[src/rtl/pipeline_hazard_controller.sv]
// Hazard and sequencing control for the five-stage MIPS pipeline.
// Generates stall/flush/bubble/forward controls and handles multi-cycle
// data-memory accesses. If memory never answers, the block traps in a locked
// TIMEOUT state. It also keeps a saturating stall-cycle counter.
module pipeline_hazard_controller #(
  parameter int MAX_WAIT = 15
) (
  input  logic       clk,
  input  logic       reset,
  input  logic [4:0] RsD,
  input  logic [4:0] RtD,
  input  logic [4:0] RsE,
  input  logic [4:0] RtE,
  input  logic [4:0] WriteRegE,
  input  logic [4:0] WriteRegM,
  input  logic [4:0] WriteRegW,
  input  logic       RegWriteE,
  input  logic       RegWriteM,
  input  logic       RegWriteW,
  input  logic       MemtoRegE,
  input  logic       MemtoRegM,
  input  logic       BranchD,
  input  logic       PCSrcD,
  input  logic       MemAccessM,
  input  logic       MemReadyM,
  output logic       StallF,
  output logic       StallD,
  output logic       StallE,
  output logic       StallM,
  output logic       FlushD,
  output logic       FlushE,
  output logic       BubbleW,
  output logic [1:0] ForwardAE,
  output logic [1:0] ForwardBE,
  output logic       ForwardAD,
  output logic       ForwardBD,
  output logic       MemTimeout,
  output logic [15:0] StallCycles,
  output logic [1:0] fsm_state
);

  localparam logic [1:0] RUN      = 2'd0;
  localparam logic [1:0] MEM_WAIT = 2'd1;
  localparam logic [1:0] TIMEOUT  = 2'd2;

  // Counter value seen during the last memstall cycle before the trap.
  localparam logic [7:0] WAIT_LAST = 8'(MAX_WAIT - 1);

  logic [1:0] state;
  logic [1:0] state_next;
  logic [7:0] wait_cnt;
  logic       lwstall;
  logic       brstall;
  logic       memstall;

  // A register match ignores r0, which is never really written.
  function automatic logic hit(input logic [4:0] a, input logic [4:0] b);
    return (a != 5'd0) && (a == b);
  endfunction

  // Hazard detection terms.
  always_comb begin
    lwstall  = MemtoRegE && RegWriteE && (hit(WriteRegE, RsD) || hit(WriteRegE, RtD));
    brstall  = BranchD &&
               ((RegWriteE && (hit(WriteRegE, RsD) || hit(WriteRegE, RtD))) ||
                (MemtoRegM && (hit(WriteRegM, RsD) || hit(WriteRegM, RtD))));
    memstall = MemAccessM && !MemReadyM;
  end

  // Forwarding muxes: Memory stage wins over WriteBack. Independent of stalls.
  always_comb begin
    ForwardAE = 2'b00;
    ForwardBE = 2'b00;
    ForwardAD = 1'b0;
    ForwardBD = 1'b0;
    if (!reset) begin
      if (RegWriteM && hit(WriteRegM, RsE))      ForwardAE = 2'b10;
      else if (RegWriteW && hit(WriteRegW, RsE)) ForwardAE = 2'b01;
      if (RegWriteM && hit(WriteRegM, RtE))      ForwardBE = 2'b10;
      else if (RegWriteW && hit(WriteRegW, RtE)) ForwardBE = 2'b01;
      ForwardAD = RegWriteM && hit(WriteRegM, RsD);
      ForwardBD = RegWriteM && hit(WriteRegM, RtD);
    end
  end

  // Next-state logic. The trap fires on the MAX_WAIT-th consecutive memstall
  // cycle. The check also runs in RUN so that MAX_WAIT=1 traps after one cycle.
  always_comb begin
    state_next = state;
    case (state)
      RUN:      if (memstall) state_next = (wait_cnt == WAIT_LAST) ? TIMEOUT : MEM_WAIT;
      MEM_WAIT: if (!memstall) state_next = RUN;
                else if (wait_cnt == WAIT_LAST) state_next = TIMEOUT;
      TIMEOUT:  state_next = TIMEOUT;
      default:  state_next = RUN;
    endcase
  end

  // Pipeline register controls, in priority order.
  always_comb begin
    StallF  = 1'b0;
    StallD  = 1'b0;
    StallE  = 1'b0;
    StallM  = 1'b0;
    FlushD  = 1'b0;
    FlushE  = 1'b0;
    BubbleW = 1'b0;
    if (reset) begin
      StallF = 1'b0;
    end else if (state == TIMEOUT || memstall) begin
      StallF  = 1'b1;
      StallD  = 1'b1;
      StallE  = 1'b1;
      StallM  = 1'b1;
      BubbleW = 1'b1;
    end else if (lwstall || brstall) begin
      StallF = 1'b1;
      StallD = 1'b1;
      FlushE = 1'b1;
    end else if (PCSrcD) begin
      FlushD = 1'b1;
    end
  end

  // FSM state, wait counter and sticky timeout flag.
  always_ff @(posedge clk) begin
    if (reset) begin
      state      <= RUN;
      wait_cnt   <= 8'd0;
      MemTimeout <= 1'b0;
    end else begin
      state      <= state_next;
      MemTimeout <= (state_next == TIMEOUT);
      if (!memstall)               wait_cnt <= 8'd0;
      else if (wait_cnt != 8'hFF)  wait_cnt <= wait_cnt + 8'd1;
    end
  end

  // Saturating count of cycles in which the fetch stage was held.
  always_ff @(posedge clk) begin
    if (reset)                                StallCycles <= 16'd0;
    else if (StallF && StallCycles != 16'hFFFF) StallCycles <= StallCycles + 16'd1;
  end

  assign fsm_state = state;

endmodule

[config.mk]
export PLATFORM = sky130hd
export DESIGN_NAME = pipeline_hazard_controller
export DESIGN_NICKNAME = d
export VERILOG_FILES = /design/src/rtl/pipeline_hazard_controller.sv
export SDC_FILE = /design/constraint.sdc
export NUM_CORES = 1
export LEC_CHECK = 0
export ABC_AREA = 0
export CAP_MARGIN = 30
export CORE_MARGIN = 3
export CORE_UTILIZATION = 47
export CTS_CLUSTER_DIAMETER = 30
export DETAILED_ROUTE_END_ITERATION = 16
export PLACE_DENSITY = 0.89
export SLEW_MARGIN = 20
export SYNTH_ARGS = -nofsm -noshare
export SYNTH_HDL_FRONTEND = slang
export SYNTH_SLANG_ARGS = --single-unit
[constraint.sdc]
create_clock -name clk -period 7.3 [get_ports clk]
set_input_delay 1.46 -clock clk [delete_from_list [all_inputs] [get_ports clk]]
set_output_delay 1.46 -clock clk [all_outputs]
set_load 0.01 [all_outputs]
==> results.txt, run 1 <==
status: finished clean
register area share after synthesis: 27.5%
clock sink count: 27
critical path's largest stage delay: 600 ps
Sequential Power Share: 47.7%
R2R cell count: 6
share of layout cells above drive strength 1: 5.84%
HPWL Detailed: 4070 microns
Leak Pwr: 0.887 nW
Power Total: 0.000315 W
Final min period: 5500 ps
CTS tree: yes
final setup fails: 0
clock power share: 28.1%
initial antenna violation count: 0
Clock Tree Buf Depth: 2
Syn Nets: 289
routed vias: 1979
wire length per cell: 13.9 microns
# resized after CTS: 0
Critical Path RT: 5840 ps
DRC viols: 0
hold_sp: fsm_state[1]
HP Class: flop to flop
fraction of registers with async set/reset: 0%
Root Driver: clkbuf_8
fin util: 71.3%
final wirelength: 4970 microns
Final Cycle Share: 75.4%
Ant. Diodes: 0
total CTS buffers: 3
DIE AREA: 4990 sq um
Hold Path Sink: fsm_state[0]
vias per inst: 5.56
largest net degree at the start of global routing: 27
max-cap viol count: 0
Finished Layout Cells: 356
vias in the first global route: 1954
RSZ-0062 raised after global routing: false
initial core utilization: 51.0%
part of the power in combinational logic: 24.2%
Setup crit end kind: output pin
synthesized flop and latch total: 27
first-pass GRT wire length: 8370 microns
Mapped Cells: 240
Net Sw Power: 0.0000844 W
Synth top area share: 27.5%
routability congestion estimate: 0.813
post-layout net count: 358
hold buffer count at cts: 0
Tot GR Track Use: 20.0%
Hold Path Stages: 1
CP Class: input port to output pin
most common cell in the netlist: dfxtp_1
Unique masters post-synth: 47
Peak Freq: 182 MHz
clk_lat worst skew: 280 ps
most common library cells after synthesis: dfxtp_1 (27), xor2_1 (25), nor2_1 (21), nand3_1 (17), xnor2_1 (17)
CORE AREA: 3850 sq um
Final Slew Violations: 0
Final ANT Viol Nets: 0
Area contributors post-synth: dfxtp_1 (27%), xor2_1 (11%), xnor2_1 (7.6%), nand3_1 (4.3%), nor2_1 (4.0%)
clk slew on worst S/H paths: 90 ps
placed cells: 352
H-Tree Level Count: 1
Pint: 0.000230 W
worst-path cell chain: clkdlybuf4s50_1, or4_1, nor2_1, a211oi_2, nor3_2, and3_1, clkdlybuf4s50_1
dpl ws: 1810 ps
crit start category: input port
Clock Skews: 1.51 ps
Worst VDD drop: 0.0650 mV
Worst Path Max Fanout: 15
YS warnings: 0
floorplan row count: 22
r2r startpoint: fsm_state[1]
cell mode on critical path: clkdlybuf4s50_1
die width: 70.7 microns
Syn Area/Cell: 8.19 sq um
worst setup margin: 1800 ps
ys flop type: dfxtp_1
total gr overflow: 0
setup TNS: 0 ps
initial DRC count: 92
area growth from synthesis to layout: 39.7%
DRT Pass-1 Iters: 4
DIE HEIGHT: 70.7 microns
Max-slew headroom: 47.9%
area leader, netlist: dfxtp_1
Slowest cell on crit path: nor3_2
mapped cell area: 1970 sq um
r2r setup slk: 5200 ps
Worst Max-Slew Pin Slew: 777 ps
EDFF count, synth: 0
final hold viol count: 0
io pins: 78
Worst R2R End: StallCycles[5]
Port Buffer Count: 77
Switching Fraction: 26.8%
WP data arrival: 4040 ps
Post-CTS Setup Inserts: 0
Power Density: 115 nW/um^2
## logic make-up after synthesis
group / count (synthesis) / share of synthesized area, %
mux: 3 / 1.72
compound gates: 40 / 13.8
buf+inv: 23 / 7.57
flops: 27 / 27.5
fa+ha+maj: 3 / 1.91
xor+xnor: 43 / 19.5
simple gates: 101 / 27.9
## power groups by stage
stage          sequential [W]   clock, W  combinational (W)
2_1_floorplan        0.000154          0          0.0000383
3_3_place_gp         0.000153          0          0.0000745
3_5_place_dp         0.000153          0          0.0000762
4_1_cts              0.000150  0.0000901          0.0000764
5_1_grt              0.000150  0.0000945          0.0000830
6_report             0.000150  0.0000884          0.0000763
## final cells by class
type / count / area [sq um]
clock buffer: 3 / 41.3
sequential: 27 / 541
timing repair buffer: 79 / 786
multi-input combinational: 190 / 1280
clock inverter: 1 / 7.51
fill: 315 / 1110
inverter: 8 / 30.0
tap: 48 / 60.1
## metal layers
layer  global-route usage, %  up-vias  share of wire (%)
li1                        -     1000                  -
met1                    23.5      909                 43
met2                    36.3       62                 50
met3                    2.41        8                4.7
met4                    8.77        0                2.2
met5                       0        -                  0
## flip-flops by register name (all words and copies together), names as in the netlist
signal and flops:
MemTimeout 1, wait_cnt 8, fsm_state 2, StallCycles 16
## cells in the final DEF (no fill, tap or decap), types with 7 or more instances in the layout
| cell type | count |
|---|---|
| nor3_1 | 9 |
| dfxtp_1 | 27 |
| inv_1 | 8 |
| xor2_1 | 25 |
| a21oi_1 | 10 |
| xnor2_1 | 17 |
| nand3_1 | 17 |
| nor2_1 | 21 |
| nand2_1 | 13 |
| o21ai_0 | 7 |
| nor4_1 | 8 |
| or4_1 | 8 |
| clkdlybuf4s50_1 | 77 |
| o31ai_1 | 8 |
## worst max path at each step
stage                 start     end  slack, ps  cells after the start
2_1_floorplan  WriteRegE[1]  StallF       2840                      8
5_1_grt        WriteRegE[1]  FlushD       1650                      7
6_report       WriteRegE[1]  FlushD       1800                      7
4_1_cts        WriteRegE[1]  FlushD       1800                      7
3_5_place_dp   WriteRegE[1]  FlushD       1810                      7
3_3_place_gp   WriteRegE[1]  FlushD       1830                      7
## worst max-delay path: cells and delay by family
family,cells,cell delay (ps)
compound gates,1,90
buf+inv,2,990
simple gates,4,1500
## through the flow
| step | hold WS [ps] | instance area (sq um) |
|---|---|---|
| 6_report | 500 | 2750 |
| 5_1_grt | 525 | 2750 |
| 4_1_cts | 504 | 2740 |
| 3_5_place_dp | 486 | 2690 |
| 3_3_place_gp | 477 | 2690 |
| 2_1_floorplan | 486 | 1970 |
No activity file was read; power rests on OpenSTA's default activity.
==> run 2: changes to the inputs <==
Settings changed: CORE_UTILIZATION 47 to 44, PLACE_DENSITY 0.89 to 0.84.
Clock period 7.3 ns to 5.3 ns, I/O delays scaled along.
==> run 2 against run 1 <==
  * Design area hardly changed
  * Critical path depth stayed put
  * Sequential cell count stayed put
  * Cell count is 0.56% higher
  * Count of clock-buffer cells in the layout stayed put
  * Routed wire length is 0.83% higher
  * Worst setup slack worse by 860 ps
  * Combinational power is 38% higher
  * Global-route usage is 0.36 points lower
  * Critical endpoint unchanged
  * Largest cell class unchanged
==> results.txt, run 2 (same netlist as run 1, synthesis figures left out) <==
io pins: 78 (unchanged)
DIE AREA: 5310 sq um (+6.2%)
Finished Layout Cells: 358 (+0.56%)
DRT Pass-1 Iters: 4 (unchanged)
Clock Tree Buf Depth: 2 (unchanged)
post-layout net count: 358 (unchanged)
routed vias: 1983 (+0.20%)
RSZ-0062 raised after global routing: false
final wirelength: 5010 microns (+0.83%)
total CTS buffers: 3 (unchanged)
vias in the first global route: 1957 (+0.15%)
CP Class: input port to output pin
Leak Pwr: 0.887 nW (unchanged)
Critical Path RT: 4240 ps (-1600 ps)
initial core utilization: 47.4% (-3.6 points)
Worst Max-Slew Pin Slew: 607 ps (-171 ps)
status: finished clean
CTS tree: yes
routability congestion estimate: 0.889 (+9.3%)
Port Buffer Count: 77 (unchanged)
HPWL Detailed: 4150 microns (+2.0%)
Fin Hold WS: 510 ps (+10.5 ps)
# resized after CTS: 0 (unchanged)
Power Density: 157 nW/um^2 (+37%)
placed cells: 354 (+0.57%)
max-cap viol count: 0 (unchanged)
die width: 72.8 microns (+3.1%)
area growth from synthesis to layout: 39.8% (about the same)
Ant. Diodes: 0 (unchanged)
HP Class: flop to flop
wire length per cell: 14.0 microns (+0.26%)
Final min period: 4360 ps
max reg flops: 16 (unchanged)
commonest non-fill, non-tap cell in the layout: clkdlybuf4s50_1
clk slew on worst S/H paths: 90 ps (about the same)
CORE AREA: 4140 sq um (+7.5%)
first-pass GRT wire length: 8490 microns (+1.4%)
initial DRC count: 169 (+84%)
Worst VDD drop: 0.0979 mV (+51%)
floorplan row count: 23 (+4.5%)
final setup fails: 0 (unchanged)
Worst Path Max Fanout: 6 (-9)
Clock Skews: 6.18 ps (+4.67 ps)
H-Tree Level Count: 1 (unchanged)
Final Slew Violations: 0 (unchanged)
share of layout cells above drive strength 1: 5.84% (unchanged)
Max-slew headroom: 59.3% (+11 points)
Root Driver: clkbuf_8
DRC viols: 0 (unchanged)
initial antenna violation count: 0 (unchanged)
Peak Freq: 229 MHz
Post-CTS Setup Inserts: 0 (unchanged)
vias per inst: 5.54 (-0.36%)
setup TNS: 0 ps (unchanged)
WP data arrival: 3300 ps (-740 ps)
clock sink count: 27 (unchanged)
hold buffer count at cts: 0 (unchanged)
clk_lat worst skew: 270 ps (about the same)
Top reg by flops: StallCycles
Final ANT Viol Nets: 0 (unchanged)
crit start category: input port
Final Cycle Share: 82.3%
Setup crit end kind: output pin
total gr overflow: 0 (unchanged)
largest net degree at the start of global routing: 26 (-3.7%)
final hold viol count: 0 (unchanged)
Tot GR Track Use: 19.6% (-0.36 points)
most frequent cells in the layout: clkdlybuf4s50_1 (77), dfxtp_1 (27), xor2_1 (25)
DIE HEIGHT: 72.8 microns (+3.1%)
run 2: power breakdown:
group          internal [W]  leakage [nW]  switching [W]  total [W]
Clock             0.0000534        0.0217      0.0000658   0.000119
Combinational     0.0000592         0.647      0.0000461   0.000105
Sequential         0.000205         0.218     0.00000197   0.000207
run 2: final cells by class:
type | count | area, sq um
fillers | 374 | 1400
multi-input cells | 190 | 1280
repair buffers | 79 | 786
flip-flops and latches | 27 | 541
well taps | 50 | 62.6
clock buffers | 3 | 41.3
inverters | 8 | 30.0
clock inverters | 1 | 7.51
run 2: metrics by stage:
stage                     util (%)  power, W  setup slack (ps)  cell area (sq um)
after floorplan                  -  0.000264              1640               1970
after global placement        65.0  0.000314               947               2700
after detailed placement      65.0  0.000317               932               2700
after CTS                     66.2  0.000433               932               2740
after global routing          66.3  0.000450               749               2750
final                         66.3  0.000431               937               2750
run 2: critical path, cell delays in order:
cell and delay [ps]:
clkdlybuf4s50_1 470, or4_1 530, nor2_1 120, a211oi_2 80, nor3_2 300, and3_1 200, clkdlybuf4s50_1 520
run 2: metal layers:
layer	wire [microns]	track usage [%]	up-vias	share of wire [%]
met2	2470	36.5	89	49
li1	-	-	989	-
met3	461	4.13	7	9.2
met4	56	5.53	0	1.1
met5	0	0	-	0
met1	2020	22.4	898	40
run 2: final timing paths:
| check | start | end | slack [ps] | depth (start not counted) |
|---|---|---|---|---|
| worst max register to register | StallCycles[8] | StallCycles[7] | 3230 | 5 |
| worst max-delay path | WriteRegE[1] | FlushD | 940 | 7 |
| worst min-delay path | StallCycles[11] | StallCycles[11] | 510 | 2 |
| worst min register to register | StallCycles[11] | StallCycles[11] | 510 | 2 |
